===== config.mk =====
export PLATFORM = sky130hd
export DESIGN_NAME = vga_sync_gen
export DESIGN_NICKNAME = d
export VERILOG_FILES = /design/src/rtl/vga_sync_gen.sv
export SDC_FILE = /design/constraint.sdc
export NUM_CORES = 1
export LEC_CHECK = 0
export ABC_CLOCK_PERIOD_IN_PS = 2000
export BUFFER_PORTS_ARGS = -buffer_cell sky130_fd_sc_hd__buf_2
export CORE_AREA = 2 2 72 74
export CTS_CLUSTER_SIZE = 25
export DETAILED_ROUTE_END_ITERATION = 8
export DIE_AREA = 0 0 74 76
export PLACE_DENSITY = 0.7
export SLEW_MARGIN = 20
export SYNTH_ARGS = -nofsm -noshare
export SYNTH_HDL_FRONTEND = slang
export SYNTH_SLANG_ARGS = --single-unit

===== constraint.sdc =====
create_clock -name clk -period 2 [get_ports clk]
set_input_delay 0.4 -clock clk [delete_from_list [all_inputs] [get_ports clk]]
set_output_delay 0.4 -clock clk [all_outputs]
set_load 0.05 [all_outputs]

===== src/rtl/vga_sync_gen.sv =====
// 640x480@60 VGA timing generator, advanced by a pixel-enable tick on the system clock.
// Outputs are a registered decode of the counters, so they trail the counters by one clk.
`timescale 1ns/1ps
module vga_sync_gen #(
  parameter int   H_VISIBLE   = 640,
  parameter int   H_FP        = 16,
  parameter int   H_SYNC      = 96,
  parameter int   H_BP        = 48,
  parameter int   V_VISIBLE   = 480,
  parameter int   V_FP        = 10,
  parameter int   V_SYNC      = 2,
  parameter int   V_BP        = 33,
  parameter logic SYNC_ACTIVE = 1'b0,
  parameter int   CNT_W       = 10
) (
  input  logic             clk,
  input  logic             rst,
  input  logic             pix_en,
  output logic             hsync,
  output logic             vsync,
  output logic             video_on,
  output logic [CNT_W-1:0] pixel_x,
  output logic [CNT_W-1:0] pixel_y,
  output logic             line_start,
  output logic             frame_start,
  output logic             pix_valid
);

  localparam int H_TOTAL = H_VISIBLE + H_FP + H_SYNC + H_BP;
  localparam int V_TOTAL = V_VISIBLE + V_FP + V_SYNC + V_BP;

  localparam logic [CNT_W-1:0] H_LAST = CNT_W'(H_TOTAL - 1);
  localparam logic [CNT_W-1:0] V_LAST = CNT_W'(V_TOTAL - 1);

  // One extra bit so a sync window ending exactly at 2**CNT_W does not truncate.
  localparam logic [CNT_W:0] H_VIS  = (CNT_W+1)'(H_VISIBLE);
  localparam logic [CNT_W:0] HS_BEG = (CNT_W+1)'(H_VISIBLE + H_FP);
  localparam logic [CNT_W:0] HS_END = (CNT_W+1)'(H_VISIBLE + H_FP + H_SYNC);
  localparam logic [CNT_W:0] V_VIS  = (CNT_W+1)'(V_VISIBLE);
  localparam logic [CNT_W:0] VS_BEG = (CNT_W+1)'(V_VISIBLE + V_FP);
  localparam logic [CNT_W:0] VS_END = (CNT_W+1)'(V_VISIBLE + V_FP + V_SYNC);

  logic [CNT_W-1:0] h_cnt_q, h_cnt_d;
  logic [CNT_W-1:0] v_cnt_q, v_cnt_d;
  logic             h_wrap, v_wrap;
  logic             line_wrap_q, frame_wrap_q;
  logic [CNT_W:0]   h_ext, v_ext;
  logic             hsync_d, vsync_d, video_on_d;

  logic             hsync_q, vsync_q, video_on_q;
  logic [CNT_W-1:0] pixel_x_q, pixel_y_q;
  logic             line_start_q, frame_start_q, pix_valid_q;

  always_comb begin
    h_wrap  = pix_en && (h_cnt_q == H_LAST);
    v_wrap  = h_wrap && (v_cnt_q == V_LAST);
    h_cnt_d = h_cnt_q;
    v_cnt_d = v_cnt_q;
    if (pix_en) begin
      h_cnt_d = h_wrap ? '0 : h_cnt_q + 1'b1;
      if (h_wrap) begin
        v_cnt_d = v_wrap ? '0 : v_cnt_q + 1'b1;
      end
    end
    h_ext      = {1'b0, h_cnt_q};
    v_ext      = {1'b0, v_cnt_q};
    hsync_d    = ((h_ext >= HS_BEG) && (h_ext < HS_END)) ? SYNC_ACTIVE : ~SYNC_ACTIVE;
    vsync_d    = ((v_ext >= VS_BEG) && (v_ext < VS_END)) ? SYNC_ACTIVE : ~SYNC_ACTIVE;
    video_on_d = (h_ext < H_VIS) && (v_ext < V_VIS);
  end

  // Wrap flags are remembered for one clk so the strobes land with the pixel-0 decode.
  always_ff @(posedge clk or negedge rst) begin
    if (!rst) begin
      h_cnt_q       <= '0;
      v_cnt_q       <= '0;
      line_wrap_q   <= 1'b0;
      frame_wrap_q  <= 1'b0;
      hsync_q       <= ~SYNC_ACTIVE;
      vsync_q       <= ~SYNC_ACTIVE;
      video_on_q    <= 1'b0;
      pixel_x_q     <= '0;
      pixel_y_q     <= '0;
      line_start_q  <= 1'b0;
      frame_start_q <= 1'b0;
      pix_valid_q   <= 1'b0;
    end else begin
      h_cnt_q       <= h_cnt_d;
      v_cnt_q       <= v_cnt_d;
      line_wrap_q   <= h_wrap;
      frame_wrap_q  <= v_wrap;
      hsync_q       <= hsync_d;
      vsync_q       <= vsync_d;
      video_on_q    <= video_on_d;
      pixel_x_q     <= h_cnt_q;
      pixel_y_q     <= v_cnt_q;
      line_start_q  <= line_wrap_q;
      frame_start_q <= frame_wrap_q;
      pix_valid_q   <= pix_en;
    end
  end

  assign hsync       = hsync_q;
  assign vsync       = vsync_q;
  assign video_on    = video_on_q;
  assign pixel_x     = pixel_x_q;
  assign pixel_y     = pixel_y_q;
  assign line_start  = line_start_q;
  assign frame_start = frame_start_q;
  assign pix_valid   = pix_valid_q;

endmodule


==> metrics.txt, run 1 <==
outcome complete, no violations; Util after Layout 0.444; Post-Synth Simple-Gate Area 0.170; Fmax 563 MHz; post-synthesis xor/xnor area fraction 0.0568; initial antenna violation count 0; DRT iter0 DRCs 85; Mapped Cells 135; adder-cell share of the synthesized area 0.0338; minimum clock period 1.78 ns; die footprint 0.00562 mm2; Final period util 0.889; startpoint types flip-flop; Post-CTS Repair Setup Buffers 0; commonest non-fill, non-tap cell in the layout dfrtp_1; clk sinks 48; count of final hold-check violations 0; pin count of the biggest net entering global routing 26; Final nets 177; worst hold path type input pin to asynchronous set/reset pin; critical path capture point type flip-flop; total gr overflow 0; first-pass GRT wire length 5370 um; CTS tree done; Worst Path Arrival 1.96 ns; Area growth, synth to finish 17.9%; HPWL Detailed 2110 um; Post-DRT Antenna Nets 0; Crit Path Class flip-flop to flip-flop; vias in the first global route 1119; unrepaired setup endpoints after global routing no; worst slew pin tran 0.553 ns; H-tree depth 2; I/O Buffers 28; PD cells 1020 mW/mm2; crit path max-delay cell type and4_1; Root Buffer Master clkbuf_8; Final setup viols 0; WL per Instance 12.9 um; crit-path cells ha_1, and4_4, and4_1, nand4_4, mux2_4; post_cts resized 0; Post-Syn Nets 143; Antenna diodes 0; drt total wl 3100 um; row count 26; register area share after synthesis 0.650; starting density of the core 0.377; via count 1129; Post-route DRC 0; Placer Congestion 0.780; max incr delay on CP 0.40 ns; Yosys reg bits 48; setup TNS 0 ns; worst hold slack 0.0867 ns; cts hold-fix bufs 0; chip width 74 um; IO Count 29; most frequent cells in the layout dfrtp_1 (46), buf_2 (28), xnor2_1 (8); largest family of logic cells by synthesized area simple AND/OR/NAND/NOR gates; CTS clk-pin slew, worst paths 0.08 ns; clk_skew 0.00577 ns; Via density 4.70; # Max-Cap Violations 0; LEAKAGE 0.00105 uW; worst-case reg-to-reg path depth 5; post-synthesis area per instance 13.7 um2; Clock Path Buffers 2; Max VDD drop 0.000364 V; GRT Util Overall 0.123; Synth Cell Area 0.00185 mm2; number of library cell types mapped by synthesis 38; yosys synthesis warning count 0; CTS buffer count 5; first-pass iteration count of the detailed router 4; compound-gate portion of the synthesized area 0.0480; post-synthesis mux area share 0.00811; WP data required 2.19 ns; share of post-route cells with drive strength above 1 0.276; Die Height 76 um; latest clock arrival within the worst-skew pair 0.30 ns; Core Area 0.00491 mm2; crit path max fanout 7; Slew Viols, Final 0; max_slew headroom 0.631; PnR Total Power 2230 uW
## critical path, delay by kind of cell, from the launching register on
kind	cells	cell delay [ns]
multiplexers	1	0.31
AND/OR/NAND/NOR	3	0.78
flip-flops	1	0.39
adder cells (fa/ha/maj)	1	0.20
## state kept, by name, summed over array words and instances (netlist names), 10 cells and up
| signal | cells |
|---|---|
| h_cnt_q | 10 |
| v_cnt_q | 10 |
| pixel_y | 10 |
| pixel_x | 10 |
## cell usage after synthesis
cell	n	area, um2
o21a_1	2	15.0
nor2_1	5	18.8
nor4b_4	1	23.8
xor2_1	4	35.0
nand4_1	5	31.3
a21o_1	1	7.51
and4_4	1	11.3
a21oi_1	2	10.0
nand3_1	7	35.0
and4bb_2	1	12.5
nand2b_1	1	6.26
o211ai_1	1	7.51
o21ai_1	2	10.0
ha_1	5	62.6
inv_1	4	15.0
dfstp_2	2	52.6
clkbuf_2	1	5.00
nand2_1	6	22.5
buf_6	2	22.5
dfrtp_1	46	1150
nand3b_1	1	7.51
xnor2_1	8	70.1
nand4b_1	1	8.76
clkbuf_8	1	13.8
and2_1	2	12.5
and3_1	4	25.0
nor4b_1	2	17.5
and4_2	1	10.0
nand4_4	1	21.3
mux2_4	1	15.0
buf_2	1	5.00
a31oi_1	2	12.5
and4_1	3	26.3
nor4bb_1	1	10.0
a2bb2oi_1	1	8.76
nor3_1	3	15.0
o21ai_0	2	10.0
o31ai_1	1	7.51
## through the flow
stage	setup WS (ns)	instance area [um2]	std cells
after floorplan	0.384	1850	135
after global placement	0.266	2080	232
after detailed placement	0.219	2080	232
after CTS	0.223	2180	240
after global routing	0.131	2180	240
final	0.222	2180	240
## layer usage
metal  track usage  vias up  share of wire
met5             0        -              0
met4        0.0545        0          0.011
met3        0.0238        3          0.034
met2         0.188       27           0.49
met1         0.167      560           0.46
li1              -      539              -
## final timing paths
path,from,to,slack [ns]
max,h_cnt_q[0],v_cnt_q[4],0.22
min,rst,pixel_x[4],0.09
max reg2reg,h_cnt_q[0],v_cnt_q[4],0.22
min reg2reg,frame_wrap_q,frame_start,0.36
max in group asynchronous,rst,vsync,1.33
min in group clk,pix_en,pix_valid,0.31
## cells by family (layout without fill, tap and decap cells)
| kind of cell | count (synthesis) | count (layout) |
|---|---|---|
| AO/OA/AOI/OAI | 14 | 14 |
| flip-flops | 48 | 48 |
| adder cells (fa/ha/maj) | 5 | 5 |
| buffers and inverters | 9 | 44 |
| AND/OR/NAND/NOR | 46 | 46 |
| XOR/XNOR | 12 | 12 |
| multiplexers | 1 | 1 |
## report_power, final
part,switching (uW),internal (uW),leakage [uW],total (uW)
logic,297,109,0.000377,406
registers,84.2,1070,0.000615,1160
clock network,302,371,0.0000552,673
## layout make-up
cell class | count | area, um2
clock inverter | 2 | 35.0
multi-input combinational | 78 | 587
clock buffer | 6 | 72.6
tap | 70 | 87.6
inverter | 4 | 15.0
fill | 462 | 2730
sequential | 48 | 1200
timing repair buffer | 32 | 183
No activity file was read; power rests on OpenSTA's default activity.
==> run 2: changes to the inputs <==
CORE_AREA = 2 2 68 70   (was 2 2 72 74)
DIE_AREA = 0 0 70 72   (was 0 0 74 76)
PLACE_DENSITY = 0.75   (was 0.7)
SKIP_LAST_GASP = 1   (was not set)
==> metrics.txt, run 2 (synthesis results as in run 1) <==
Final setup viols 0; PnR Total Power 2120 uW; crit-path cells ha_1, and4_4, and4_1, nand4_4, mux2_4; internal power 1440 uW; first-pass iteration count of the detailed router 4; clk_skew 0.00315 ns; placed insts 213; Via density 5.06; WP data required 2.19 ns; # Max-Cap Violations 0; Post-CTS Repair Setup Buffers 0; clk sinks 48; IO Count 29; max_slew headroom 0.791; sw power 676 uW; GRT Util Overall 0.137; H-tree depth 2; Clk network pwr share 0.271; crit path max-delay cell type dfrtp_1; crit path max fanout 7; outcome complete, no violations; CTS buffer count 5; CTS tree done; latest clock arrival within the worst-skew pair 0.30 ns; Antenna diodes 0; PD cells 992 mW/mm2; cts hold-fix bufs 0; minimum clock period 1.80 ns; Final nets 176; # fillers 375; critical path capture point type flip-flop; Core Area 0.00426 mm2; GRT busiest layer met2; sequential power share 0.553; area occupied by multi-input gates 587 um2; Placer Congestion 0.891; I/O Buffers 28; Max VDD drop 0.000481 V; Die Height 72 um; GR Layer Usage met2 0.219; drt total wl 3090 um; most frequent cells in the layout dfrtp_1 (46), buf_2 (28), xnor2_1 (8); Fmax 556 MHz; met1 usage 0.168; Crit Path Class flip-flop to flip-flop; row count 24; Clock Path Buffers 2; startpoint types flip-flop; Post-DRT Antenna Nets 0; worst slew pin tran 0.310 ns; via count 1118; Register Area 0.00120 mm2; share of post-route cells with drive strength above 1 0.278; Final period util 0.899; Util after Layout 0.501; CTS clk-pin slew, worst paths 0.08 ns; count of final hold-check violations 0; Area growth, synth to finish 15.5%; worst hold path type input pin to asynchronous set/reset pin; HPWL Detailed 2160 um; unrepaired setup endpoints after global routing no; commonest non-fill, non-tap cell in the layout dfrtp_1; Slew Viols, Final 0; setup TNS 0 ns; first-pass GRT wire length 5330 um; Post-route DRC 0; Root Buffer Master clkbuf_8; WL per Instance 14.0 um; vias in the first global route 1131; total gr overflow 0; Worst Path Arrival 1.98 ns; DRT iter0 DRCs 64; starting density of the core 0.434; post_cts resized 0; pin count of the biggest net entering global routing 49; combinational share of power 0.176; final std cells w/o fill 221; max incr delay on CP 0.41 ns; LEAKAGE 0.00104 uW; die footprint 0.00504 mm2; Switching Share 0.319; chip width 70 um; initial antenna violation count 0; met3 Use GR 0.0306
==> run 2: cell types whose count changed in the layout (fill, tap and decap cells not counted) <==
cell       delta
bufinv_16     -1
buf_4         -1
clkbuf_1      -1
clkinv_2      +1
clkbuf_8      +1
==> run 2: layout make-up <==
cell class / count / share of cell area
sequential: 48 / 0.563
multi-input combinational: 78 / 0.274
timing repair buffer: 31 / 0.0819
clock buffer: 6 / 0.0386
tap: 52 / 0.0304
inverter: 4 / 0.00702
clock inverter: 2 / 0.00468
==> run 2: worst max-delay path, delay by kind of cell, from the launching register on <==
family                   cells  cell delay (ns)
adder cells (fa/ha/maj)      1             0.21
flip-flops                   1             0.41
multiplexers                 1             0.31
AND/OR/NAND/NOR              3             0.76
==> run 2: worst paths after layout <==
kind	start	endpoint	slack, ns	cells past startpoint
worst min register to register	line_wrap_q	line_start	0.35	0
worst max-delay path	h_cnt_q[1]	v_cnt_q[4]	0.20	5
worst max register to register	h_cnt_q[1]	v_cnt_q[4]	0.20	5
worst min-delay path	rst	pixel_x[1]	0.08	2
max in group asynchronous	rst	vsync	1.64	2
min in group clk	pix_en	pix_valid	0.29	1
==> run 2: layer usage <==
layer  up-vias  part of all wire
met2        22              0.49
met5         -                 0
met4         0             0.020
met1       558              0.45
met3         5             0.040
li1        533                 -
==> run 2: power groups by stage <==
stage / Sequential, uW / Combinational [uW] / Clock (uW)
finish: 1170 / 373 / 574
global route: 1190 / 400 / 632
CTS: 1180 / 380 / 594
detailed placement: 1190 / 378 / 0
global placement: 1180 / 368 / 0
floorplan: 1330 / 156 / 0
==> run 2: metrics by stage <==
step / area (um2) / hold slack (ns) / worst slack, ns
after floorplan: 1850 / 0.104 / 0.384
after global placement: 2050 / 0.335 / 0.280
after detailed placement: 2050 / 0.335 / 0.222
after CTS: 2140 / 0.0834 / 0.208
after global routing: 2140 / 0.0916 / 0.110
final: 2140 / 0.0836 / 0.202
